File: src/rtl/mdu_iter.sv
// mdu_iter: iterative radix-2 multiply/divide unit with start/busy/done handshake
// Define MDU_FAST_MUL_EN for single-cycle combinational multiplies.
module mdu_iter #(
  parameter int WIDTH = 32
) (
  input  logic             clk,
  input  logic             rst_n,
  input  logic             start,
  input  logic             kill,
  input  logic [2:0]       op,
  input  logic [WIDTH-1:0] src_a,
  input  logic [WIDTH-1:0] src_b,
  output logic             busy,
  output logic             done,
  output logic [WIDTH-1:0] result,
  output logic             div_zero
);
  localparam int CW = $clog2(WIDTH);
  localparam logic [CW-1:0] LAST = CW'(WIDTH - 1);
  typedef enum logic [1:0] {IDLE, CALC, FIX} state_t;
  state_t             state;
  logic [CW-1:0]      cnt;
  logic [1:0]         op_q;
  logic [WIDTH-1:0]   b_mag;
  logic [2*WIDTH-1:0] acc;
  logic               neg_p, neg_r, bz;
  logic               a_neg, b_neg;
  logic [WIDTH-1:0]   a_in, b_in;
  logic [WIDTH:0]     mul_sum, rem_sh, diff;
  logic [2*WIDTH-1:0] mul_next, div_next, prod;
  logic [WIDTH-1:0]   quo, rem, fix_res;
  assign a_neg    = ~op[1] & src_a[WIDTH-1];
  assign b_neg    = ~op[1] & src_b[WIDTH-1];
  assign a_in     = a_neg ? -src_a : src_a;
  assign b_in     = b_neg ? -src_b : src_b;
  assign mul_sum  = {1'b0, acc[2*WIDTH-1:WIDTH]} + (acc[0] ? {1'b0, b_mag} : '0);
  assign mul_next = {mul_sum, acc[WIDTH-1:1]};
  assign rem_sh   = acc[2*WIDTH-1:WIDTH-1];
  assign diff     = rem_sh - {1'b0, b_mag};
  // rem_sh < b_mag whenever the subtraction borrows, so its MSB is zero there
  assign div_next = diff[WIDTH] ? {rem_sh[WIDTH-1:0], acc[WIDTH-2:0], 1'b0}
                                : {diff[WIDTH-1:0], acc[WIDTH-2:0], 1'b1};
  assign quo      = acc[WIDTH-1:0];
  assign rem      = acc[2*WIDTH-1:WIDTH];
  assign prod     = neg_p ? -acc : acc;
  assign fix_res  = op_q[1] ? (op_q[0] ? (neg_r ? -rem : rem) : (bz ? '1 : (neg_p ? -quo : quo)))
                            : (op_q[0] ? prod[2*WIDTH-1:WIDTH] : prod[WIDTH-1:0]);
  assign busy     = state != IDLE;
`ifdef MDU_FAST_MUL_EN
  logic [2*WIDTH-1:0] ext_a, ext_b, fprod;
  assign ext_a = {{WIDTH{a_neg}}, src_a};
  assign ext_b = {{WIDTH{b_neg}}, src_b};
  assign fprod = ext_a * ext_b;
`endif
  always_ff @(posedge clk) begin
    if (!rst_n) begin
      state    <= IDLE;
      cnt      <= '0;
      op_q     <= '0;
      b_mag    <= '0;
      acc      <= '0;
      neg_p    <= 1'b0;
      neg_r    <= 1'b0;
      bz       <= 1'b0;
      done     <= 1'b0;
      result   <= '0;
      div_zero <= 1'b0;
    end else begin
      done <= 1'b0;
      if (kill) state <= IDLE;
      else case (state)
        IDLE: if (start) begin
`ifdef MDU_FAST_MUL_EN
          if (!op[2]) begin
            result   <= op[0] ? fprod[2*WIDTH-1:WIDTH] : fprod[WIDTH-1:0];
            div_zero <= 1'b0;
            done     <= 1'b1;
          end else
`endif
          begin
            state <= CALC;
            cnt   <= '0;
            op_q  <= {op[2], op[0]};
            b_mag <= b_in;
            acc   <= {{WIDTH{1'b0}}, a_in};
            neg_p <= a_neg ^ b_neg;
            neg_r <= a_neg;
            bz    <= src_b == '0;
          end
        end
        CALC: begin
          acc <= op_q[1] ? div_next : mul_next;
          cnt <= cnt + 1'b1;
          if (cnt == LAST) state <= FIX;
        end
        FIX: begin
          result   <= fix_res;
          div_zero <= op_q[1] & bz;
          done     <= 1'b1;
          state    <= IDLE;
        end
        default: state <= IDLE;
      endcase
    end
  end
endmodule

File: config.mk
export PLATFORM = sky130hd
export DESIGN_NAME = mdu_iter
export DESIGN_NICKNAME = d
export VERILOG_FILES = /design/src/rtl/mdu_iter.sv
export SDC_FILE = /design/constraint.sdc
export NUM_CORES = 1
export LEC_CHECK = 0
export BUFFER_PORTS_ARGS = -buffer_cell sky130_fd_sc_hd__buf_2
export CAP_MARGIN = 20
export CORE_ASPECT_RATIO = 0.5
export CORE_MARGIN = 1.5
export CORE_UTILIZATION = 30
export DETAILED_ROUTE_END_ITERATION = 8
export MAX_ROUTING_LAYER = met4
export PLACE_DENSITY = 0.43
export SLEW_MARGIN = 20
export SYNTH_ARGS = -nofsm -noshare
export SYNTH_HDL_FRONTEND = slang
export SYNTH_SLANG_ARGS = --single-unit
File: constraint.sdc
create_clock -name clk -period 3.76 [get_ports clk]
set_clock_uncertainty 0.15 [all_clocks]
set_input_delay 0.376 -clock clk [delete_from_list [all_inputs] [get_ports clk]]
set_output_delay 0.376 -clock clk [all_outputs]
set_load 0.005 [all_outputs]
==> results of run 1 <==
-- cell families after synthesis --
logic type	Yosys count	share of synthesized area (%)
DFF	142	22.5
AOI/OAI and AO/OA	579	29.6
buffers and inverters	169	5.29
xor gates and xnor gates	166	11.5
and+or+nand+nor	561	21.2
adders and majority gates	72	7.25
muxes	34	2.71
-- sequential cells by signal (all words and copies together), names as in the netlist --
signal / cells
div_zero: 1
bz: 1
result: 32
acc: 64
op_q: 2
state: 2
neg_r: 1
b_mag: 32
done: 1
neg_p: 1
cnt: 5
-- worst min-delay path, delay by kind of cell --
kind / cells / cell delay [ps]
simple gates: 1 / 50
compound gates: 1 / 50
buf+inv: 1 / 110
-- power breakdown --
group          total, W  switching [W]  leakage [nW]  internal, W
clock           0.00180       0.000758         0.288      0.00104
combinational   0.00101       0.000638          4.67     0.000374
sequential      0.00162      0.0000581          1.16      0.00156
-- final cells by class --
| cell class | instances | area share, % |
|---|---|---|
| sequential | 142 | 19.2 |
| multi-input combinational | 1412 | 62.2 |
| clock buffer | 20 | 3.16 |
| timing repair buffer | 199 | 8.41 |
| tap | 540 | 4.57 |
| inverter | 59 | 1.50 |
| clock inverter | 12 | 0.896 |
-- worst max path at each step --
stage / start / end / cells after the start
floorplan: acc[32] / acc[44] / 12
finish: acc[31] / acc[0] / 13
CTS: acc[31] / acc[44] / 12
global placement: acc[31] / acc[44] / 12
global route: acc[31] / acc[0] / 13
detailed placement: acc[31] / acc[44] / 12
-- layer usage --
layer | wire length (um) | up-vias | part of all wire (%) | GRT usage [%]
li1 | - | 6525 | - | -
met3 | 2020 | 27 | 4.1 | 2.93
met5 | 0 | - | 0 | -
met1 | 24500 | 6395 | 49 | 32.0
met2 | 22500 | 293 | 45 | 36.8
met4 | 493 | 0 | 1.0 | 4.07
-- what timing repair did --
item | 4_1_cts | 5_1_grt
hold buffers | 0 | 0
endpoints found under the setup margin | 0 | 17
gates resized for setup | 0 | 6
endpoints found under the hold margin | 0 | 0
setup buffers | 0 | 0
-- synth_stat cells (3+ instances only) --
master	instances
nor2_1	189
a21oi_1	155
nand2_1	143
dfxtp_1	142
o21ai_0	139
clkbuf_1	91
xor2_1	84
xnor2_1	82
ha_1	70
a211oi_1	60
inv_1	58
a21o_1	46
nor3_1	35
nand3_1	33
mux2i_1	32
a221oi_1	31
nor2b_1	24
nor4_1	20
or3_1	17
a31oi_1	16
and2_1	16
and3_1	16
o31ai_1	16
a22oi_1	15
nand4_1	15
o211ai_1	15
nand2b_1	14
buf_1	13
o41ai_1	13
a311oi_1	11
or4_1	11
o21a_1	10
a221o_1	8
or2_2	7
o2111ai_1	5
o221ai_1	4
a211o_1	3
a21boi_0	3
a22o_1	3
a41oi_1	3
clkbuf_8	3
nor3b_1	3
nor4b_1	3
o21bai_1	3
o31a_1	3
-- metrics by stage --
| step | instance area (um^2) | worst slack (ps) | power [W] |
|---|---|---|---|
| CTS | 14800 | 64.8 | 0.00446 |
| detailed placement | 14200 | 89.3 | 0.00266 |
| global placement | 14200 | 69.5 | 0.00267 |
| finish | 14800 | 270 | 0.00442 |
| global route | 14800 | 5.04 | 0.00464 |
| floorplan | 12600 | 285 | 0.00229 |
-- placed cells by master (no fill, tap or decap), types with 23 or more instances in the layout --
| cell type | count |
|---|---|
| nor2_1 | 187 |
| a21oi_1 | 152 |
| nand2_1 | 143 |
| dfxtp_1 | 141 |
| o21ai_0 | 138 |
| buf_2 | 105 |
| buf_4 | 93 |
| xor2_1 | 84 |
| xnor2_1 | 80 |
| ha_1 | 70 |
| a211oi_1 | 60 |
| inv_1 | 58 |
| a21o_1 | 46 |
| nor3_1 | 35 |
| nand3_1 | 33 |
| mux2i_1 | 32 |
| a221oi_1 | 31 |
| nor2b_1 | 23 |
==> flow_summary.toml, run 1 <==
[critical_path]
crit_arrival_ps = 3620
path_cells = "inv_1 > ha_1 > fa_1 > nand2b_1 > a21o_1 > a21oi_2 > a21oi_1 > o31a_2 > xnor2_2 > buf_12 > mux2i_1 > a221oi_1 > nor2_1"
crit_path_end_kind = "register"
max_stage_delay_ps = 470
critPathRequiredTime_ps = 3890
ff2ff_path_depth = 13
cp_max_fo = 40
critPathSlowestCell = "o31a_2"
worstReg2RegEnd = "acc[0]"
crit_buf_inv = 2
reg2reg_setup_slack_ps = 270
start_kind = "register"
cp_top_family = "compound AO/OA/AOI/OAI gates"
r2r_start = "acc[31]"
crit_type = "register to register"

[synthesis]
ys_types = 74
synth_area_um2 = 12600
ys_seq_area_share_pct = 22.5
ys_ff_latch = 142
synth.largest_area_cell = "dfxtp_1"
synth_nets = 1866
synth.top_cells.by_area = "dfxtp_1 22%, ha_1 6.9%, a21oi_1 6.1%"
synth.avg_cell_area_um2 = 7.34
syn_inst = 1723
yosysWarnings = 0
synthDominantCellAreaShare_pct = 22.5
async_reset_ff_share_pct = 0
synth_edf_count = 0
synthFlopType = "dfxtp_1"

[cts]
cts_sinks = 142
cts_tree = "yes"
numCtsBuffers = 17
clockRootBuffer = "clkbuf_16"
clock_latency_ps = 450
clockBufferDepth = 2
clk_pin_slew_worst_paths_ps = 60
h-tree-depth = 4

[timing]
hold_ws_ps = 41.0
period_share_pct = 92.8
hold_viol = 0
fmax_mhz = 287
maxSlewHeadroom_pct = 31.5
rsz0062_at_grt = "false"
fin_crit_ps = 3490
setup_tns_ps = 0
tightest_slew_ps = 1020
slew_violations = 0
setup_viol = 0

[placed_design]
dp_hpwl_um = 38200
portBuffers = 105
place.gp.congestion = 0.918
place_inst = 2352

[layout]
area_growth_pct = 17.0
antenna_cells = 0
fin_util_pct = 36.1
layoutNonFillerInstCount = 2384
drive_gt1_share_pct = 14.5
nets = 1974
multi_input_area_um2 = 9210
fillers = 4434
regArea_um2 = 2850

[hold_path]
min_to = "op_q[1]"
worstHoldPathType = "input pin to register"
hp-start = "op[2]"
min_path_cells = 3

[detailed_routing]
wl_um = 49500
drtAntennaViolNets = 0
drt_iter0_drc = 1018
first_pass_iters = 5
drc = 0
wl_per_cell_um = 20.8
vias = 13240
vias_per_cell = 5.55

[job]
drv_cap = 0

[die]
die_area_um2 = 43500
io_pins = 106
coreArea_um2 = 41000
start_util_pct = 30.8
rows = 52
die_x_um = 293
die_height_um = 148

[run_status]
status = "finished clean"

[grt]
grt_pass1_wl_um = 75900
grt_overflow = 0
grtUsageTotal_pct = 23.2
grt_max_degree = 81
antenna_found_initial = 1
first_global_vias = 12568

[power]
p_per_area_nw_per_um2 = 299
ir_drop_mv = 0.237
p_leak_nw = 6.12
Power figures use the tool's default switching activity.
==> inputs of run 2 (changes only) <==
--- a/config.mk
+++ b/config.mk
@@ -10,8 +10,9 @@
 export CORE_ASPECT_RATIO = 0.5
 export CORE_MARGIN = 1.5
 export CORE_UTILIZATION = 30
+export CTS_CLUSTER_SIZE = 24
 export DETAILED_ROUTE_END_ITERATION = 8
-export MAX_ROUTING_LAYER = met4
+export HOLD_SLACK_MARGIN = 0.12
 export PLACE_DENSITY = 0.43
 export SLEW_MARGIN = 20
 export SYNTH_ARGS = -nofsm -noshare
==> run 2 against run 1 <==
  * Sequential cell count unchanged
  * Register-to-register slack got worse by 30 ps
  * Combinational power about the same
  * Global-route usage decreased by 0.68 points
  * Die area unchanged
  * Sequential share of layout area decreased by 0.091 points
  * Critical path type unchanged
==> flow_summary.toml, run 2 (same netlist as run 1, synthesis figures left out) <==
[layout]
antenna_cells = 0
nets = 1981
fillers = 4430
drive_gt1_share_pct = 14.5
final_common_cell = "nor2_1"
top_regs = "acc x64, b_mag x32, result x32"
largest_reg_flops = 64
final_cell_mix = "187 x nor2_1, 152 x a21oi_1, 143 x nand2_1"
regMostFlops = "acc"
fin_util_pct = 36.3
area_growth_pct = 17.6

[timing]
maxSlewHeadroom_pct = 29.8
period_share_pct = 93.5
setup_viol = 0
tightest_slew_ps = 1050
slew_violations = 0
fin_crit_ps = 3520
setup_tns_ps = 0
rsz0062_at_grt = "false"
fmax_mhz = 284
setup_slack_ps = 243
hold_viol = 0

[critical_path]
crit_arrival_ps = 3650
path_cells = "inv_1 > ha_1 > fa_1 > nand2b_1 > a21o_1 > a21oi_2 > a21oi_1 > o31a_2 > xnor2_2 > buf_12 > mux2i_1 > a221oi_1 > nor2_1"
crit_type = "register to register"
max_stage_delay_ps = 480
cp_max_fo = 40
crit_path_end_kind = "register"
critPathRequiredTime_ps = 3890
start_kind = "register"
critPathSlowestCell = "o31a_2"

[power]
comb_power_share_pct = 23.0
internal-power_w = 0.00297
ir_drop_mv = 0.237
clockPowerShare_pct = 40.5
p_sw_share_pct = 32.8
p_per_area_nw_per_um2 = 298
p_leak_nw = 6.15
seqPwrFrac_pct = 36.5
p_sw_w = 0.00145

[die]
io_pins = 106
die_x_um = 293
coreArea_um2 = 41000
rows = 52
start_util_pct = 30.8
die_height_um = 148
die_area_um2 = 43500

[cts]
numCtsBuffers = 17
clk_pin_slew_worst_paths_ps = 60
cts_sinks = 142
cts_tree = "yes"
clockBufferDepth = 2
h-tree-depth = 4
postCtsSetupBuffers = 0
clockRootBuffer = "clkbuf_16"
clock_latency_ps = 450

[grt]
grt_max_degree = 81
grt_pass1_wl_um = 75800
grtUsageTotal_pct = 22.6
grt_overflow = 0
first_global_vias = 12615
antenna_found_initial = 1

[detailed_routing]
drc = 0
vias_per_cell = 5.54
drtAntennaViolNets = 0
wl_um = 49500
first_pass_iters = 5
wl_per_cell_um = 20.7
vias = 13238
drt_iter0_drc = 1020

[placed_design]
dp_hpwl_um = 38200
place.gp.congestion = 0.903
post-place-ws_ps = 89.3
portBuffers = 105

[hold_path]
worstHoldPathType = "input pin to register"

[job]
drv_cap = 0

[run_status]
status = "finished clean"
==> run 2: changes by cell type in the layout (fill, tap and decap cells not counted), sizes merged <==
cell and delta:
dlygate4sd3 +7
==> run 2: cell type report <==
type,count,area (um^2),area share (%)
tap,540,676,4.55
clock inverter,12,133,0.892
multi-input combinational,1412,9210,61.9
timing repair buffer,206,1310,8.84
inverter,59,221,1.49
clock buffer,20,468,3.15
sequential,142,2850,19.1
==> run 2: metrics by stage <==
| step | hold slack [ps] | std cells | power, W | cell area (um^2) |
|---|---|---|---|---|
| after CTS | 127 | 2391 | 0.00447 | 14800 |
| after global routing | 148 | 2391 | 0.00464 | 14900 |
| after floorplan | 279 | 1723 | 0.00229 | 12600 |
| final | 153 | 2391 | 0.00442 | 14900 |
| after detailed placement | 288 | 2352 | 0.00266 | 14200 |
| after global placement | 282 | 2352 | 0.00267 | 14200 |
==> run 2: worst max-delay path: cells and delay by family (launching register included) <==
kind	cells	cell delay [ps]
simple gates	2	280
flops	1	330
xor+xnor	1	200
buf+inv	2	320
fa+ha+maj	2	610
compound gates	5	1360
mux	1	110
==> run 2: what timing repair did <==
action                                 in CTS  in global routing
gates resized for setup                     0                  6
endpoints found under the hold margin       7                  0
hold buffers                                7                  0
setup endpoints to repair                   0                 16
==> run 2: final timing paths <==
path / startpoint / end / slack (ps) / cells after the start
worst min register to register: result[19] / result[19] / 300 / 2
worst min-delay path: src_b[25] / b_mag[25] / 150 / 3
worst max register to register: acc[31] / acc[0] / 240 / 13
worst max-delay path: acc[31] / acc[0] / 240 / 13
==> run 2: power groups by stage <==
stage,logic (W),clock network (W),registers [W]
after floorplan,0.000672,0,0.00162
after global placement,0.00102,0,0.00165
after detailed placement,0.00101,0,0.00165
after CTS,0.00102,0.00183,0.00161
after global routing,0.00112,0.00190,0.00162
final,0.00102,0.00179,0.00161
==> run 2: per-layer routing <==
layer / GRT usage, % / vias up / routed length (um) / part of all wire, %
met5: 0 / - / 0 / 0
met4: 4.07 / 0 / 456 / 0.92
met3: 2.93 / 23 / 1910 / 3.9
met2: 36.8 / 272 / 22700 / 46
met1: 32.0 / 6410 / 24500 / 49
li1: - / 6533 / - / -
==> inputs of run 3 (changes only) <==
--- a/config.mk
+++ b/config.mk
@@ -10,6 +10,7 @@
 export CORE_ASPECT_RATIO = 0.5
 export CORE_MARGIN = 1.5
 export CORE_UTILIZATION = 30
+export CTS_BUF_LIST = sky130_fd_sc_hd__clkbuf_2
 export CTS_CLUSTER_SIZE = 24
 export DETAILED_ROUTE_END_ITERATION = 8
 export HOLD_SLACK_MARGIN = 0.12
==> run 3 against run 2 <==
  * Non-clock buffer count increased by 142
  * Critical path type is now input pin to register
  * Sequential cell count is the same
  * Critical endpoint is now acc[25]
  * Largest power group is now registers
  * First-iteration DRC count shrank 5.6%
==> flow_summary.toml, run 3 (same netlist as run 1, synthesis figures left out) <==
[die]
start_util_pct = 30.8
die_height_um = 148
coreArea_um2 = 41000
die_area_um2 = 43500
io_pins = 106
rows = 52
die_x_um = 293

[placed_design]
place_inst = 2352
post-place-ws_ps = 89.3
dp_hpwl_um = 38200
portBuffers = 105
place.gp.congestion = 0.903

[timing]
fmax_mhz = 272
hold_ws_ps = 225
setup_viol = 0
setup_slack_ps = 80.7
maxSlewHeadroom_pct = 29.8
tightest_slew_ps = 1050
period_share_pct = 97.9
fin_crit_ps = 3680
slew_violations = 0
hold_viol = 0

[cts]
clk_pin_slew_worst_paths_ps = 250
cts_tree = "yes"
clock_latency_ps = 840
clockRootBuffer = "clkbuf_2"
h-tree-depth = 4
cts_sinks = 142
numCtsBuffers = 17
clockBufferDepth = 2
postCtsSetupBuffers = 0

[layout]
fillers = 4416
layoutNonFillerInstCount = 2534
largest_reg_flops = 64
nets = 2123
final_cell_mix = "187 x nor2_1, 152 x a21oi_1, 149 x dlygate4sd3_1"
regMostFlops = "acc"
top_regs = "acc x64, b_mag x32, result x32"
area_growth_pct = 26.3
final_common_cell = "nor2_1"
drive_gt1_share_pct = 13.6

[hold_path]
min_to = "acc[7]"
min_path_cells = 9
worstHoldPathType = "input pin to register"
hp-start = "src_a[0]"

[grt]
grt_overflow = 0
grt_max_degree = 81
grtUsageTotal_pct = 23.0
antenna_found_initial = 2
first_global_vias = 13332
grt_pass1_wl_um = 77800

[power]
p_leak_nw = 6.60
p_per_area_nw_per_um2 = 242
ir_drop_mv = 0.142

[critical_path]
reg2reg_setup_slack_ps = 220
crit_type = "input pin to register"
ff2ff_path_depth = 11
crit_path_end_kind = "register"
start_kind = "input pin"
worstReg2RegEnd = "result[28]"
critPathRequiredTime_ps = 4360
cp_max_fo = 5
r2r_start = "acc[32]"
crit_arrival_ps = 4280

[run_status]
status = "finished clean"

[job]
drv_cap = 0

[detailed_routing]
first_pass_iters = 5
wl_um = 50700
drc = 0
wl_per_cell_um = 20.0
vias_per_cell = 5.48
drt_iter0_drc = 963
vias = 13885
drtAntennaViolNets = 0
## run 3: cell type report
| cell class | count | area [um^2] | share of cell area [%] |
|---|---|---|---|
| diodes | 1 | 2.50 | 0.0157 |
| inverters | 59 | 221 | 1.39 |
| clock buffers | 18 | 90.1 | 0.564 |
| flip-flops and latches | 142 | 2850 | 17.8 |
| clock inverters | 14 | 166 | 1.04 |
| multi-input cells | 1412 | 9220 | 57.8 |
| repair buffers | 348 | 2740 | 17.1 |
| well taps | 540 | 676 | 4.23 |
## run 3: worst max path at each step
stage	startpoint	end	slack, ps
finish	src_a[17]	acc[25]	80
CTS	src_b[3]	b_mag[28]	10
global route	src_a[8]	acc[24]	-40
global placement	acc[31]	acc[44]	70
detailed placement	acc[31]	acc[44]	90
floorplan	acc[32]	acc[44]	280
## run 3: routing by layer
metal	GRT usage (%)	part of all wire, %
met2	38.0	46
met3	2.90	4.2
met4	4.12	0.93
met5	0	0
met1	32.2	49
## run 3: through the flow
step	instance area [um^2]	setup TNS (ps)	utilization, %	total power, W
2_1_floorplan	12600	0	-	0.00229
3_3_place_gp	14200	0	34.6	0.00267
3_5_place_dp	14200	0	34.6	0.00266
4_1_cts	15900	0	38.8	0.00389
5_1_grt	16000	-42.1	38.9	0.00407
6_report	16000	0	38.9	0.00386
## run 3: power by group
group | switching, W | leakage (nW) | internal, W
clock network | 0.000681 | 0.148 | 0.000374
registers | 0.0000584 | 1.16 | 0.00156
logic | 0.000665 | 5.30 | 0.000519
total | 0.00140 | 6.60 | 0.00245
## run 3: repair_timing
action                                 in CTS  in global routing
endpoints found under the hold margin     100                  0
gates resized for setup                     0                 10
setup endpoints to repair                   0                 24
hold buffers                              149                  0
## run 3: critical path: stages
cell and delay, ps:
dlygate4sd3_1 530, buf_2 140, or3_1 410, nor3_1 250, nor2b_2 290, nand2_1 110, o21ai_0 220, xnor2_1 90
dlygate4sd3_1 570, o21ai_0 140, dlygate4sd3_1 560, nand2_1 50, dlygate4sd3_1 550
